**config.mk**
```make
export PLATFORM = sky130hd
export DESIGN_NAME = dmem_responder
export DESIGN_NICKNAME = d
export VERILOG_FILES = /design/src/rtl/dmem_responder.sv
export SDC_FILE = /design/constraint.sdc
export NUM_CORES = 2
export LEC_CHECK = 0
export CAP_MARGIN = 20
export CELL_PAD_IN_SITES_DETAIL_PLACEMENT = 0
export CELL_PAD_IN_SITES_GLOBAL_PLACEMENT = 2
export CORE_MARGIN = 1.5
export CORE_UTILIZATION = 52
export CTS_BUF_LIST = sky130_fd_sc_hd__clkbuf_16
export DETAILED_ROUTE_END_ITERATION = 10
export PLACE_DENSITY_LB_ADDON = 0.1
export SETUP_SLACK_MARGIN = 0.2
export SLEW_MARGIN = 10
export SYNTH_ARGS = -nofsm -noshare
export SYNTH_HDL_FRONTEND = slang
export SYNTH_SLANG_ARGS = --single-unit
```
**constraint.sdc**
```tcl
create_clock -name clk -period 10.51 [get_ports clk]
set_input_delay 2.102 -clock clk [delete_from_list [all_inputs] [get_ports clk]]
set_output_delay 2.102 -clock clk [all_outputs]
set_load 0.1 [all_outputs]
```
**src/rtl/dmem_responder.sv**
```systemverilog
// Data-memory responder for the pipeline MEM stage: accepts one load/store,
// inserts WAIT wait states, then returns a single-cycle response.
module dmem_responder #(
    parameter int WAIT = 2,
    parameter int AW   = 7
) (
    input  logic          clk,
    input  logic          rst,
    input  logic          req_valid,
    input  logic          req_write,
    input  logic [AW-1:0] req_addr,
    input  logic [31:0]   req_wdata,
    output logic          req_ready,
    output logic          rsp_valid,
    output logic [31:0]   rsp_rdata,
    output logic          busy
);

    localparam logic [1:0] stIdle = 2'd0;
    localparam logic [1:0] stWait = 2'd1;
    localparam logic [1:0] stResp = 2'd2;

    localparam logic [3:0] waitLoad = (WAIT > 0) ? 4'(WAIT - 1) : 4'd0;

    logic [1:0]    state;
    logic [3:0]    waitCnt;
    logic          capWrite;
    logic [AW-1:0] capAddr;
    logic [31:0]   capWdata;

    // Storage is deliberately left without a reset so it can be preloaded
    // hierarchically through <instance>.mem in simulation and survives rst.
    logic [31:0]   mem [2**AW];

    logic          accept;
    logic          enterResp;
    logic          effWrite;
    logic [AW-1:0] effAddr;
    logic [31:0]   effWdata;

    assign req_ready = (state == stIdle) && !rst;
    assign busy      = (state != stIdle);
    assign rsp_valid = (state == stResp);
    assign accept    = req_ready && req_valid;

    // With WAIT=0 the acceptance edge is also the edge entering RESP, so the
    // live request inputs are used there instead of the not-yet-loaded capture.
    always_comb begin
        // NOTE: every always_comb output gets a default first so no path leaves it unassigned (no latch).
        effWrite  = capWrite;
        effAddr   = capAddr;
        effWdata  = capWdata;
        enterResp = 1'b0;
        if (state == stIdle) begin
            effWrite  = req_write;
            effAddr   = req_addr;
            effWdata  = req_wdata;
            enterResp = accept && (WAIT == 0);
        end else if (state == stWait) begin
            enterResp = (waitCnt == 4'd0);
        end
    end

    always_ff @(posedge clk or posedge rst) begin
        if (rst) begin
            state     <= stIdle;
            waitCnt   <= 4'd0;
            rsp_rdata <= 32'd0;
            capWrite  <= 1'b0;
            capAddr   <= '0;
            capWdata  <= 32'd0;
        end else begin
            // NOTE: sequential state uses non-blocking assignments so every register samples pre-edge values.
            case (state)
                stIdle: begin
                    if (accept) begin
                        capWrite <= req_write;
                        capAddr  <= req_addr;
                        capWdata <= req_wdata;
                        if (WAIT == 0) begin
                            state <= stResp;
                        end else begin
                            state   <= stWait;
                            waitCnt <= waitLoad;
                        end
                    end
                end
                stWait: begin
                    if (waitCnt == 4'd0) state <= stResp;
                    else                 waitCnt <= waitCnt - 4'd1;
                end
                stResp:  state <= stIdle;
                default: state <= stIdle;
            endcase
            if (enterResp) rsp_rdata <= effWrite ? effWdata : mem[effAddr];
        end
    end

    always_ff @(posedge clk) begin
        if (enterResp && effWrite) mem[effAddr] <= effWdata;
    end

endmodule

```
==> impl_metrics.yaml <==
sta:
  fmax_ghz: 0.1472
  rsz0062_at_grt: "false"
  hold_ws_ns: 0.5078
  setup_tns_ns: 0
  final.setup_skew_ns: 0.04727
  hold_violations: 0
  slew_viol_final: 0
  fin_crit_sh_pct: 64.63
  fin_crit_ns: 6.793
  setup_violations: 0
  slew_headroom_pct: 14.22
  tightestPinTransition_ns: 1.287
routing:
  firstDrtPassIters: 6
  totalWireLength_um: 529000
  drt_iter0_drc: 14360
  vias: 93070
  drc: 0
  antenna_left: 0
  avgRoutedWirePerCell_um: 39.40
  vias_per_cell: 6.931
clock_tree:
  worstSkewPairLatency_ns: 0.98
  cts.sinks: 4174
  clockRootBuffer: "clkbuf_16"
  clock_path_buffers: 4
  cts_max_level: 5
  ctsHoldBuffers: 0
  tritoncts: "built"
  numCtsBuffers: 424
  ctsResizeCount: 0
  post_cts_buffers: 0
  clkTransAtPathRegs_ns: 0.06
place:
  gp_congestion: 0.8543
  io_buffers: 77
  dpl.hpwl_um: 286200
  place_inst: 12630
global_routing:
  grt_pass1_wl_um: 723400
  grt_max_degree: 147
  antenna_found_initial: 36
  grt_pass1_vias: 87670
  overflow: 0
  gr-usage-all-layers_pct: 34.11
synth:
  netlist_instances: 8864
  avgSynthCellArea_um2: 17.69
  synthTopCellsByCount: "4096 x edfxtp_1, 787 x a22oi_1, 762 x mux2i_1"
  yosys_warnings: 0
  yosysUniqueCellTypes: 72
  synth-edff-count: 4096
  post-synth-top-count-cell: "edfxtp_1"
  ys_async_sr_fraction_pct: 1.869
  ys.flop_type: "edfxtp_1"
  yosys-top-cells-area: "edfxtp_1 78%, mux2i_1 4.9%, a22oi_1 3.8%"
  synth_top_area_cell: "edfxtp_1"
  yosysTopAreaCellShare_pct: 78.42
  syn_nets: 8909
  yosysSeqAreaShare_pct: 79.66
  syn_area_mm2: 0.1568
  ys_ff_latch: 4174
setup_path:
  worstPathMaxFanout: 54
  r2r_slack_ns: 4.15
  critPathKind: "reg2out"
  crit_path_max_incr_delay_ns: 1.14
  cp_top_family: "buffers and inverters"
  cp_slowest_cell: "clkdlybuf4s50_1"
  critical_path.cell_chain: "nor2_8, inv_2, buf_4, nor2_1, clkdlybuf4s50_1"
  critPathRequiredTime_ns: 8.41
  cp_num_buf_inv: 3
  endpoint_kind: "output pin"
  start_kind: "register"
  cp.arrival_ns: 4.69
layout:
  fin_util_pct: 59.41
  finalNonFillerCells: 13430
  multi_input_comb_area_mm2: 0.03068
  area_growth_pct: 13.65
  drive_above_1_share_pct: 13.13
  nNetsFinal: 9151
  seq_area_mm2: 0.1250
  final.fill_count: 22020
floorplanning:
  die_y_um: 552.2
  io_pins: 78
  die_area_mm2: 0.3049
  start_util_pct: 52.28
  fp-row-count: 201
  die_x_um: 552.2
  core_area_mm2: 0.3000
run:
  cap_viol_max_count: 0
pwr:
  power_density_mw_per_mm2: 314.0
  p_leak_nw: 58.21
  ir_drop_mv: 0.3092
  power_mw: 55.97
min_path:
  min_path_type: "reg2reg"
run_status:
  run_status: "complete, no violations"
## state kept, by name (all words and copies together) (netlist names)
signal and flops:
capAddr 7, capWdata 32, capWrite 1, mem 4096
rsp_rdata 32, state 2, waitCnt 4
## through the flow
| step | worst slack, ns | area, um2 |
|---|---|---|
| 3_3_place_gp | 2.273 | 164200 |
| 3_5_place_dp | 2.748 | 164300 |
| 5_1_grt | 3.534 | 178200 |
| 4_1_cts | 3.682 | 178000 |
| 2_1_floorplan | 4.585 | 156800 |
| 6_report | 3.717 | 178300 |
## layout by cell type (no fill, tap or decap), types with 33 or more instances in the layout
| master | count |
|---|---|
| clkdlybuf4s50_1 | 76 |
| clkbuf_16 | 431 |
| a221oi_1 | 258 |
| buf_12 | 33 |
| a22oi_1 | 787 |
| bufinv_16 | 46 |
| mux2i_1 | 761 |
| dfrtp_1 | 78 |
| nand2_1 | 191 |
| a21oi_1 | 97 |
| nand3_1 | 307 |
| a22o_1 | 116 |
| nor2_1 | 116 |
| a221o_1 | 45 |
| nand4_1 | 44 |
| nand2_4 | 34 |
| nor2_4 | 112 |
| clkinv_2 | 82 |
| clkinv_1 | 100 |
| nor3_1 | 37 |
| inv_1 | 91 |
| o22ai_1 | 403 |
| o21ai_0 | 270 |
| buf_4 | 312 |
| edfxtp_1 | 4096 |
| mux2_2 | 39 |
| a31oi_1 | 86 |
## final cells by class
cell class | instances | area share, %
Sequential cell | 4174 | 70.10
Multi-Input combinational cell | 4063 | 17.21
Clock buffer | 431 | 6.051
Tap cell | 3958 | 2.778
Timing Repair Buffer | 433 | 2.222
Clock inverter | 343 | 1.598
Inverter | 10 | 0.02246
Antenna cell | 15 | 0.02106
## cells by family after synthesis
kind of cell             Yosys count  share of synthesized area (%)
AO/OA/AOI/OAI                   2302                          10.59
XOR/XNOR                           2                        0.01117
adder cells (fa/ha/maj)            2                        0.01595
buffers and inverters            627                          1.742
flip-flops                      4174                          79.66
multiplexers                     802                          5.150
AND/OR/NAND/NOR                  955                          2.826
## worst paths after layout
kind                             start  cells past startpoint      endpoint
setup / recovery              state[1]                      5     req_ready
hold / removal             capWdata[2]                      1   capWdata[2]
setup reg to reg              state[1]                     10  rsp_rdata[9]
hold reg to reg            capWdata[2]                      1   capWdata[2]
max in group asynchronous          rst                      3  rsp_rdata[1]
min in group asynchronous          rst                      2  capWdata[29]
## power by group
| part | internal (mW) | switching, mW |
|---|---|---|
| combinational | 4.54 | 14.5 |
| clock | 8.54 | 6.35 |
| sequential | 21.7 | 0.290 |
| total | 34.8 | 21.2 |
## per-layer routing
metal / global-route usage (%) / vias to the layer above / wire length (um)
li1: - / 37250 / -
met1: 49.27 / 48800 / 208900
met5: 0 / - / 73
met3: 7.943 / 884 / 63290
met2: 50.86 / 6121 / 235300
met4: 12.51 / 14 / 21500
(Power assumes the default switching activity.)
